## src/rtl/uart_rx_param.sv

```systemverilog
// Parameterised UART receiver: oversampled start/data/parity/stop sampling
// with parity, framing and break detection, results latched per frame.
module uart_rx_param #(
    parameter int unsigned DATA_BITS  = 8,
    parameter int unsigned OVERSAMPLE = 16,
    parameter int unsigned PARITY     = 0,
    parameter int unsigned STOP_BITS  = 1
) (
    input  logic                 clk,
    input  logic                 rst_n,
    input  logic                 b_tick,
    input  logic                 rx,
    output logic [DATA_BITS-1:0] rx_data,
    output logic                 rx_busy,
    output logic                 rx_done,
    output logic                 parity_err,
    output logic                 frame_err,
    output logic                 break_det
);

    typedef enum logic [2:0] {StIdle, StStart, StData, StParity, StStop} state_e;

    // Counters sized for OVERSAMPLE=32 and DATA_BITS=9 so they never wrap.
    localparam logic [4:0] HalfLast  = 5'(OVERSAMPLE / 2 - 1);
    localparam logic [4:0] BitLast   = 5'(OVERSAMPLE - 1);
    localparam logic [3:0] DataLast  = 4'(DATA_BITS - 1);
    localparam logic [3:0] StopLast  = 4'(STOP_BITS - 1);
    localparam bit         HasParity = (PARITY != 0);

    state_e               state_q, state_d;
    logic                 rx_meta_q, rx_s_q;
    logic [4:0]           tick_q, tick_d;
    logic [3:0]           bit_q, bit_d;
    logic [DATA_BITS-1:0] shreg_q, shreg_d;
    logic                 par_bit_q, par_bit_d;
    logic                 high_seen_q, high_seen_d;
    logic                 frame_pend_q, frame_pend_d;
    logic [DATA_BITS-1:0] rx_data_q, rx_data_d;
    logic                 parity_err_q, parity_err_d;
    logic                 frame_err_q, frame_err_d;
    logic                 break_q, break_d;
    logic                 done_q, done_d;
    logic                 sample;
    logic                 parity_calc;

    // Two-flop synchronizer for the asynchronous serial line; idles high.
    always_ff @(posedge clk or negedge rst_n) begin
        if (!rst_n) begin
            rx_meta_q <= 1'b1;
            rx_s_q    <= 1'b1;
        end else begin
            rx_meta_q <= rx;
            rx_s_q    <= rx_meta_q;
        end
    end

    // State register.
    always_ff @(posedge clk or negedge rst_n) begin
        if (!rst_n) begin
            state_q <= StIdle;
        end else begin
            state_q <= state_d;
        end
    end

    // Datapath registers: counters, shift register, pending flags, frame results.
    always_ff @(posedge clk or negedge rst_n) begin
        if (!rst_n) begin
            tick_q       <= '0;
            bit_q        <= '0;
            shreg_q      <= '0;
            par_bit_q    <= 1'b0;
            high_seen_q  <= 1'b0;
            frame_pend_q <= 1'b0;
            rx_data_q    <= '0;
            parity_err_q <= 1'b0;
            frame_err_q  <= 1'b0;
            break_q      <= 1'b0;
            done_q       <= 1'b0;
        end else begin
            tick_q       <= tick_d;
            bit_q        <= bit_d;
            shreg_q      <= shreg_d;
            par_bit_q    <= par_bit_d;
            high_seen_q  <= high_seen_d;
            frame_pend_q <= frame_pend_d;
            rx_data_q    <= rx_data_d;
            parity_err_q <= parity_err_d;
            frame_err_q  <= frame_err_d;
            break_q      <= break_d;
            done_q       <= done_d;
        end
    end

    // Parity verdict for the frame being completed.
    always_comb begin
        parity_calc = 1'b0;
        if (PARITY == 1) begin
            parity_calc = (^shreg_q) ^ par_bit_q;
        end else if (PARITY == 2) begin
            parity_calc = ~((^shreg_q) ^ par_bit_q);
        end
    end

    // Next-state and datapath update; samples are taken mid-bit.
    always_comb begin
        sample       = b_tick && (tick_q == BitLast);
        state_d      = state_q;
        tick_d       = tick_q;
        bit_d        = bit_q;
        shreg_d      = shreg_q;
        par_bit_d    = par_bit_q;
        high_seen_d  = high_seen_q;
        frame_pend_d = frame_pend_q;
        rx_data_d    = rx_data_q;
        parity_err_d = parity_err_q;
        frame_err_d  = frame_err_q;
        break_d      = break_q;
        done_d       = 1'b0;

        unique case (state_q)
            StIdle: begin
                if (!rx_s_q) begin
                    state_d      = StStart;
                    tick_d       = '0;
                    bit_d        = '0;
                    high_seen_d  = 1'b0;
                    frame_pend_d = 1'b0;
                end
            end
            StStart: begin
                if (b_tick) begin
                    if (tick_q == HalfLast) begin
                        tick_d  = '0;
                        // A high line at mid-start is a glitch, not a frame.
                        state_d = rx_s_q ? StIdle : StData;
                    end else begin
                        tick_d = tick_q + 5'd1;
                    end
                end
            end
            StData: begin
                if (sample) begin
                    shreg_d     = {rx_s_q, shreg_q[DATA_BITS-1:1]};
                    high_seen_d = high_seen_q | rx_s_q;
                    tick_d      = '0;
                    if (bit_q == DataLast) begin
                        bit_d   = '0;
                        state_d = HasParity ? StParity : StStop;
                    end else begin
                        bit_d = bit_q + 4'd1;
                    end
                end else if (b_tick) begin
                    tick_d = tick_q + 5'd1;
                end
            end
            StParity: begin
                if (sample) begin
                    par_bit_d   = rx_s_q;
                    high_seen_d = high_seen_q | rx_s_q;
                    tick_d      = '0;
                    state_d     = StStop;
                end else if (b_tick) begin
                    tick_d = tick_q + 5'd1;
                end
            end
            StStop: begin
                if (sample) begin
                    tick_d = '0;
                    if (!rx_s_q) begin
                        frame_pend_d = 1'b1;
                    end
                    high_seen_d = high_seen_q | rx_s_q;
                    if (bit_q == StopLast) begin
                        bit_d        = '0;
                        state_d      = StIdle;
                        done_d       = 1'b1;
                        rx_data_d    = shreg_q;
                        parity_err_d = parity_calc;
                        frame_err_d  = frame_pend_q | ~rx_s_q;
                        break_d      = ~(high_seen_q | rx_s_q);
                    end else begin
                        bit_d = bit_q + 4'd1;
                    end
                end else if (b_tick) begin
                    tick_d = tick_q + 5'd1;
                end
            end
            default: begin
                state_d = StIdle;
            end
        endcase
    end

    // Outputs: busy whenever a frame is in progress, results from latched flops.
    always_comb begin
        rx_busy    = (state_q != StIdle);
        rx_data    = rx_data_q;
        rx_done    = done_q;
        parity_err = parity_err_q;
        frame_err  = frame_err_q;
        break_det  = break_q;
    end

endmodule

```

## config.mk

```make
export PLATFORM = sky130hd
export DESIGN_NAME = uart_rx_param
export DESIGN_NICKNAME = d
export VERILOG_FILES = /design/src/rtl/uart_rx_param.sv
export SDC_FILE = /design/constraint.sdc
export NUM_CORES = 1
export LEC_CHECK = 0
export CAP_MARGIN = 20
export CORE_ASPECT_RATIO = 1.75
export CORE_MARGIN = 2
export CORE_UTILIZATION = 40
export CTS_CLUSTER_DIAMETER = 40
export DETAILED_ROUTE_END_ITERATION = 16
export PLACE_DENSITY_LB_ADDON = 0.05
export SYNTH_ARGS = -nofsm -noshare
export SYNTH_HDL_FRONTEND = slang
export SYNTH_SLANG_ARGS = --single-unit
```

## constraint.sdc

```tcl
create_clock -name clk -period 2.55 [get_ports clk]
set_input_delay 0.3825 -clock clk [delete_from_list [all_inputs] [get_ports clk]]
set_output_delay 0.3825 -clock clk [all_outputs]
set_load 0.05 [all_outputs]
```

==> impl_metrics.toml, run 1 <==
[timing]
rsz0062_at_grt = "false"
whs_ps = 357
slew_violations = 0
post-route-min-period_ps = 2220
fin_tns_setup_ps = 0
fmax_ghz = 0.451
setup_viol = 0
hold_viol_final = 0
post-route-period-util_pct = 87.0
fin_skew_ps = 6.92

[synth]
synth_area_per_cell_um2 = 9.64
synth_area_um2 = 1670
synth_common_cells = "nand2_1 (43), dfrtp_1 (33), inv_1 (9)"
synth_top_area_share_pct = 49.5
yosys.area.top_type = "dfrtp_1"
synth_cell_types = 46
ys.flop_type = "dfrtp_1"
synth_edf_count = 0
synth.area.top_cells = "dfrtp_1 (50%), nand2_1 (9.7%), mux2_1 (5.4%), dfstp_2 (3.2%), ha_1 (3.0%)"
synthCells = 173
yosys_warnings = 0
synth.most_common_cell = "nand2_1"
synthArstFlopShare_pct = 100
synth.yosys.seq_area_share_pct = 52.7
yosys_register_bits = 35
syn-num-nets = 181

[worst_setup_path]
rr_startpoint = "tick_q[0]$_DFFE_PN0P_"
criticalPathCategory = "register to primary output"
required_ps = 2170
end_kind = "primary output"
path_cells = "nor2_1, nand2_1, clkdlybuf4s50_1"
critPathArrivalTime_ps = 1840
crit_start = "state_q[1]$_DFFE_PN0P_"
worst_path_largest_cell_delay_ps = 700
crit_path_start_kind = "register"
path_max_fanout = 9
cp_slowest_cell = "clkdlybuf4s50_1"

[floorplan]
design.core.area_um2 = 4070
ios = 17
rows = 31
die_area_um2 = 4720
die_w_um = 52.8
die_h_um = 89.4
start_util_pct = 41.0

[clock_tree]
cts.sinks = 35
clockBufferDepth = 2
cts_htree_levels = 2
cts_resized = 0
cts_tree = "built"
cts_hold_buf = 0
clk_pin_slew_ps = 70
clkLatencyLatePin_ps = 290
post-cts-setup-buffers = 0
cts.root.buffer_cell = "clkbuf_8"
cts_buffers = 5

[global_route]
grtUsageMet1_pct = 17.0
grt_pass1_vias = 1305
grtUsageMet2_pct = 31.0
use_met3_pct = 3.18
grt.overflow.total = 0
grt_pass1_wl_um = 5760
top_usage_layer = "met2"
grt_usage_pct = 16.9
grt_antenna_before_repair = 0
grt_max_degree = 36

[power]
power.internal_uw = 1050
max-vdd-ir-drop_uv = 515
pwr-share-seq_pct = 46.7
clkPwrFrac_pct = 33.0
powerDensity_nw_per_um2 = 752
pwr-share-comb_pct = 20.2
p_sw_uw = 460
p_leak_uw = 0.000967
switching_share_pct = 30.4

[route]
drt_iter0_drc = 11
via_per_inst = 5.17
route.vias.total = 1267
remaining_drc_errors = 0
wl_per_cell_um = 13.5
detail-route-antenna-nets = 0
firstDrtPassIters = 4
drt-total-wl_um = 3300

[layout]
post-route-cell-area_um2 = 2010
fill_cells = 411
fin_nets = 203
area_growth_pct = 20.4
n_antenna_cell = 0
layout-drive-gt1-share_pct = 11.7
final_util_pct = 49.3

[flow_run]
maxCapViolCount = 0

[min_path]
worstHoldStart = "rx_meta_q$_DFF_PN1_"
hold_class = "register to register"

[status]
status = "finished, final reports clean"

[placement]
hpwl_um = 2450
detailed_place.area_um2 = 1900
io_buffers = 15
routabilityCongestion = 0.780
==> flip-flops by register name (all words and copies together), names as in the netlist <==
register,cells
rx_data,8
break_det,1
state_q,3
rx_done,1
frame_err,1
high_seen_q,1
rx_meta_q,1
bit_q,4
frame_pend_q,1
rx_s_q,1
tick_q,5
shreg_q,8
==> layout by cell type (no fill, tap or decap), drive strengths merged, types with 2 or more instances in the layout <==
cell / n
a211oi: 2
a21oi: 7
a31oi: 2
buf: 6
clkbuf: 5
clkdlybuf4s50: 15
clkinv: 2
dfrtp: 33
dfstp: 2
ha: 4
inv: 10
mux2: 8
nand2: 43
nand3: 4
nor2: 9
nor2b: 2
o211ai: 3
o21ai: 11
o21bai: 2
o31ai: 2
or3: 3
==> layer usage <==
layer  share of wire [%]  routed length [um]  vias to the layer above
li1                    -                   -                      636
met1                  39                1300                      600
met2                  55                1820                       22
met3                 2.6                  87                        9
met4                 3.1                 102                        0
met5                   0                   0                        -
==> area by class of cell <==
cell class                 instances  area [um^2]  share of cell area (%)
clock buffer                       5         68.8                    3.43
inverter                          10         37.5                    1.87
multi-input combinational        122          723                    36.0
tap                               49         61.3                    3.05
clock inverter                     3         43.8                    2.18
timing repair buffer              21          195                    9.72
sequential                        35          878                    43.7
==> worst max-delay path, delay by kind of cell (launching register included) <==
family | cells | cell delay, ps
and+or+nand+nor | 2 | 380
buffers and inverters | 1 | 700
DFF | 1 | 470
==> final timing paths <==
path,slack (ps),endpoint,depth (start not counted)
setup / recovery,330,rx_busy,3
hold / removal,360,rx_s_q$_DFF_PN1_,0
setup reg to reg,350,shreg_q[6]$_DFFE_PN0P_,7
hold reg to reg,360,rx_s_q$_DFF_PN1_,0
max in group asynchronous,1720,rx_meta_q$_DFF_PN1_,2
min in group asynchronous,490,rx_data[7]$_DFFE_PN0P_,2
==> cells by family (layout without fill, tap and decap cells) <==
family,Yosys count,after routing,share of synthesized area [%]
buf+inv,16,39,3.98
other cells,1,1,0.225
fa+ha+maj,4,4,3.00
compound gates,36,36,14.3
flops,35,35,52.7
xor+xnor,1,1,0.525
mux,8,8,5.40
simple gates,72,72,19.9
==> stage by stage <==
| step | worst slack [ps] | power [uW] | std cells |
|---|---|---|---|
| global route | 90.1 | 1600 | 245 |
| global placement | 419 | 1010 | 237 |
| finish | 331 | 1510 | 245 |
| detailed placement | 354 | 1020 | 237 |
| floorplan | 497 | 917 | 173 |
| CTS | 319 | 1530 | 245 |
==> power groups by stage <==
stage / Sequential, uW / Combinational [uW] / Clock, uW
CTS: 706 / 308 / 515
global placement: 712 / 295 / 0
finish: 706 / 306 / 499
detailed placement: 716 / 308 / 0
global route: 719 / 351 / 534
floorplan: 695 / 222 / 0
No activity file was read; power rests on OpenSTA's default activity.
==> inputs of run 2 (changes only) <==
--- a/config.mk
+++ b/config.mk
@@ -6,7 +6,7 @@
 export NUM_CORES = 1
 export LEC_CHECK = 0
 export CAP_MARGIN = 20
-export CORE_ASPECT_RATIO = 1.75
+export CORE_ASPECT_RATIO = 1.2
 export CORE_MARGIN = 2
 export CORE_UTILIZATION = 40
 export CTS_CLUSTER_DIAMETER = 40
==> impl_metrics.toml, run 2 (synthesis results as in run 1) <==
[power]
powerDensity_nw_per_um2 = 714
p_leak_uw = 0.000951
max-vdd-ir-drop_uv = 439
total_power_uw = 1420

[clock_tree]
clkLatencyLatePin_ps = 290
cts_resized = 0
cts_htree_levels = 2
clockBufferDepth = 2
cts_hold_buf = 0
cts.sinks = 35
clk_pin_slew_ps = 80
post-cts-setup-buffers = 0
cts_buffers = 5
cts.root.buffer_cell = "clkbuf_8"
cts_tree = "built"

[global_route]
grt_usage_pct = 15.4
grt.overflow.total = 0
grt_pass1_wl_um = 5630
grt_max_degree = 36
grt_antenna_before_repair = 0
grt_pass1_vias = 1268

[route]
route.vias.total = 1265
remaining_drc_errors = 0
drt-total-wl_um = 3190
wl_per_cell_um = 12.8
detail-route-antenna-nets = 0
via_per_inst = 5.08
drt_iter0_drc = 84
firstDrtPassIters = 4

[worst_setup_path]
crit_path_start_kind = "register"
reg2reg_setup_slack_ps = 350
criticalPathCategory = "register to primary output"
path_max_fanout = 10
end_kind = "primary output"
cp_slowest_cell = "clkdlybuf4s50_1"
worst_path_largest_cell_delay_ps = 700
path_cells = "nor2_1, nand2_1, clkdlybuf4s50_1"
required_ps = 2170
critPathArrivalTime_ps = 1840

[timing]
rsz0062_at_grt = "false"
fin_ws_ps = 327
fin_skew_ps = 10.9
fmax_ghz = 0.450
post-route-period-util_pct = 87.2
post-route-min-period_ps = 2220
fin_tns_setup_ps = 0
slew_violations = 0
setup_viol = 0
hold_viol_final = 0
whs_ps = 355

[floorplan]
rows = 25
die_w_um = 62.9
design.core.area_um2 = 3970
start_util_pct = 42.0
die_area_um2 = 4700
ios = 17
die_h_um = 74.7

[placement]
hpwl_um = 2320
io_buffers = 15
routabilityCongestion = 0.883
detailed_place.area_um2 = 1890
pre_cts_ws_ps = 347

[layout]
fill_cells = 381
area_growth_pct = 19.5
layout-drive-gt1-share_pct = 11.3
final_common_cell = "nand2_1"
fin_nets = 202
n_antenna_cell = 0
layout_common_cells = "nand2_1 (43), dfrtp_1 (33), clkdlybuf4s50_1 (15)"
post-route-cell-area_um2 = 1990

[status]
status = "finished, final reports clean"

[flow_run]
maxCapViolCount = 0

[min_path]
hold_class = "register to register"
run 2: where the power goes:
part / internal [uW] / switching (uW)
registers: 629 / 81.5
clock network: 220 / 202
logic: 121 / 170
run 2: path summary, 6_finish.rpt:
kind                                         from                endpoint  cells past startpoint
max reg2reg                 tick_q[0]$_DFFE_PN0P_  shreg_q[2]$_DFFE_PN0P_                      7
min reg2reg                   rx_meta_q$_DFF_PN1_        rx_s_q$_DFF_PN1_                      0
min                           rx_meta_q$_DFF_PN1_        rx_s_q$_DFF_PN1_                      0
max                        state_q[1]$_DFFE_PN0P_                 rx_busy                      3
min in group asynchronous                   rst_n  rx_data[4]$_DFFE_PN0P_                      2
max in group asynchronous                   rst_n     rx_meta_q$_DFF_PN1_                      2
run 2: cell type report:
| class | count | area (um^2) | area share [%] |
|---|---|---|---|
| flip-flops and latches | 35 | 878 | 44.1 |
| clock buffers | 6 | 82.6 | 4.14 |
| well taps | 54 | 67.6 | 3.39 |
| inverters | 10 | 37.5 | 1.88 |
| multi-input cells | 122 | 723 | 36.3 |
| clock inverters | 2 | 16.3 | 0.816 |
| repair buffers | 20 | 188 | 9.42 |
run 2: worst max-delay path: cells and delay by family (launching register included):
kind          cells  cell delay [ps]
flops             1              480
simple gates      2              380
buf+inv           1              700
run 2: routing by layer:
metal | vias to the layer above | part of all wire, % | track usage (%)
met5 | - | 0 | 0
met4 | 0 | 1.8 | 6.67
met3 | 6 | 3.7 | 3.74
met2 | 22 | 49 | 27.2
met1 | 599 | 46 | 18.3
li1 | 638 | - | -
run 2: per-stage QoR:
step / cells / util, %
4_1_cts: 249 / 50.2
6_report: 249 / 50.2
3_3_place_gp: 241 / 47.7
3_5_place_dp: 241 / 47.7
2_1_floorplan: 173 / -
5_1_grt: 249 / 50.2
==> inputs of run 3 (changes only) <==
--- a/config.mk
+++ b/config.mk
@@ -11,6 +11,7 @@
 export CORE_UTILIZATION = 40
 export CTS_CLUSTER_DIAMETER = 40
 export DETAILED_ROUTE_END_ITERATION = 16
+export MAX_ROUTING_LAYER = met4
 export PLACE_DENSITY_LB_ADDON = 0.05
 export SYNTH_ARGS = -nofsm -noshare
 export SYNTH_HDL_FRONTEND = slang
==> constraint.sdc (replaced) <==
create_clock -name clk -period 2.07 [get_ports clk]
set_input_delay 0.3105 -clock clk [delete_from_list [all_inputs] [get_ports clk]]
set_output_delay 0.3105 -clock clk [all_outputs]
set_load 0.05 [all_outputs]
==> impl_metrics.toml, run 3 (synthesis results as in run 1) <==
[clock_tree]
cts_buffers = 5
cts_tree = "built"
post-cts-setup-buffers = 0
cts.sinks = 35
cts_resized = 0
cts_htree_levels = 2
clk_pin_slew_ps = 70
cts_hold_buf = 0
clkLatencyLatePin_ps = 280
clockBufferDepth = 2
cts.root.buffer_cell = "clkbuf_8"

[route]
route.vias.total = 1303
highest_layer = "met4"
detail-route-antenna-nets = 0
wl_per_cell_um = 13.1
wl_met3_um = 121
wl_met1_um = 1570
remaining_drc_errors = 0
route.met2.wl_um = 1600
drt-total-wl_um = 3340
via_per_inst = 5.13
drt_iter0_drc = 102
firstDrtPassIters = 4

[timing]
fmax_ghz = 0.511
rsz0062_at_grt = "false"
setup_viol = 0
fin_skew_ps = 5.06
fin_ws_ps = 113
slew_headroom_pct = 66.9
post-route-min-period_ps = 1960
slew_violations = 0
hold_viol_final = 0
post-route-period-util_pct = 94.6
fin_tns_setup_ps = 0
worst_pin_slew_ps = 496

[worst_setup_path]
critPathArrivalTime_ps = 2160
reg2reg_setup_slack_ps = 110
rr_startpoint = "tick_q[1]$_DFFE_PN0P_"
path_max_fanout = 4
required_ps = 2270
ff2ff_path_depth = 8
end_kind = "register"
crit_path_start_kind = "register"
criticalPathCategory = "register to register"
r2r-end = "tick_q[3]$_DFFE_PN0P_"

[min_path]
worstHoldStart = "rx_meta_q$_DFF_PN1_"
hold_class = "register to register"
holdPathEnd = "rx_s_q$_DFF_PN1_"
hold_depth = 0

[floorplan]
die_h_um = 74.7
start_util_pct = 42.0
design.core.area_um2 = 3970
rows = 25
ios = 17
die_area_um2 = 4700
die_w_um = 62.9

[global_route]
grt_antenna_before_repair = 0
grt_max_degree = 36
grt.overflow.total = 0
grt_pass1_vias = 1334
grt_usage_pct = 16.8
grt_pass1_wl_um = 6000

[power]
max-vdd-ir-drop_uv = 472
p_leak_uw = 0.000979
powerDensity_nw_per_um2 = 869
total_power_uw = 1790

[layout]
layout_common_cells = "nand2_1 (43), dfrtp_1 (33), clkdlybuf4s50_1 (14)"
final_cells = 254
fin_nets = 207
layout.area.seq_um2 = 878
area_growth_pct = 23.4
fill_cells = 394
layout-drive-gt1-share_pct = 15.5
n_antenna_cell = 0
final_common_cell = "nand2_1"
multiInputGateArea_um2 = 741

[flow_run]
maxCapViolCount = 0

[placement]
io_buffers = 15
dp.cells = 246
hpwl_um = 2340
routabilityCongestion = 0.841
pre_cts_ws_ps = 45.2

[status]
status = "finished, final reports clean"
run 3: changes by cell type in the layout (fill, tap and decap cells not counted):
| cell | change |
|---|---|
| buf_4 | +5 |
| a21oi_1 | -1 |
| a21oi_2 | +1 |
| a31o_2 | -1 |
| a31o_4 | +1 |
| and2_1 | -1 |
| and2_4 | +1 |
| buf_12 | +1 |
| clkdlybuf4s50_1 | -1 |
| ha_1 | -1 |
| ha_2 | +1 |
run 3: report_power, final:
group,total (uW),internal (uW),switching (uW)
clock network,521,271,249
logic,399,174,225
registers,869,775,94.2
run 3: worst max-delay path by stage:
stage                                startpoint                     to  slack [ps]  depth (start not counted)
after floorplan           tick_q[0]$_DFFE_PN0P_  tick_q[3]$_DFFE_PN0P_          20                          9
after global placement    tick_q[1]$_DFFE_PN0P_  tick_q[3]$_DFFE_PN0P_         100                          8
after detailed placement  tick_q[1]$_DFFE_PN0P_  tick_q[3]$_DFFE_PN0P_          50                          8
after CTS                 tick_q[1]$_DFFE_PN0P_  tick_q[3]$_DFFE_PN0P_          30                          8
after global routing      tick_q[1]$_DFFE_PN0P_   bit_q[2]$_DFFE_PN0P_          10                          8
final                     tick_q[1]$_DFFE_PN0P_  tick_q[3]$_DFFE_PN0P_         110                          8
run 3: worst max-delay path: stages (launching register included):
cell and delay [ps]:
dfrtp_1 400, ha_2 200, and3_1 190, ha_1 190
and2_4 150, a21oi_2 100, a21oi_1 70, or4_1 470
o211ai_1 100
run 3: per-layer routing:
layer  GRT usage (%)  vias to the layer above
met1            19.4                      638
met5               -                        -
li1                -                      639
met3            4.78                        5
met4            7.65                        0
met2            27.5                       21
run 3: area by class of cell:
class	count	area share, %
Clock buffer	6	4.01
Clock inverter	2	0.790
Inverter	10	1.82
Multi-Input combinational cell	122	36.0
Sequential cell	35	42.7
Tap cell	54	3.28
Timing Repair Buffer	25	11.4
run 3: metrics by stage:
| step | area [um^2] | util [%] | hold WS (ps) |
|---|---|---|---|
| after floorplan | 1670 | - | 14.9 |
| after global placement | 1940 | 48.9 | 346 |
| after detailed placement | 1940 | 48.9 | 351 |
| after CTS | 2040 | 51.4 | 362 |
| after global routing | 2060 | 51.8 | 366 |
| final | 2060 | 51.8 | 358 |
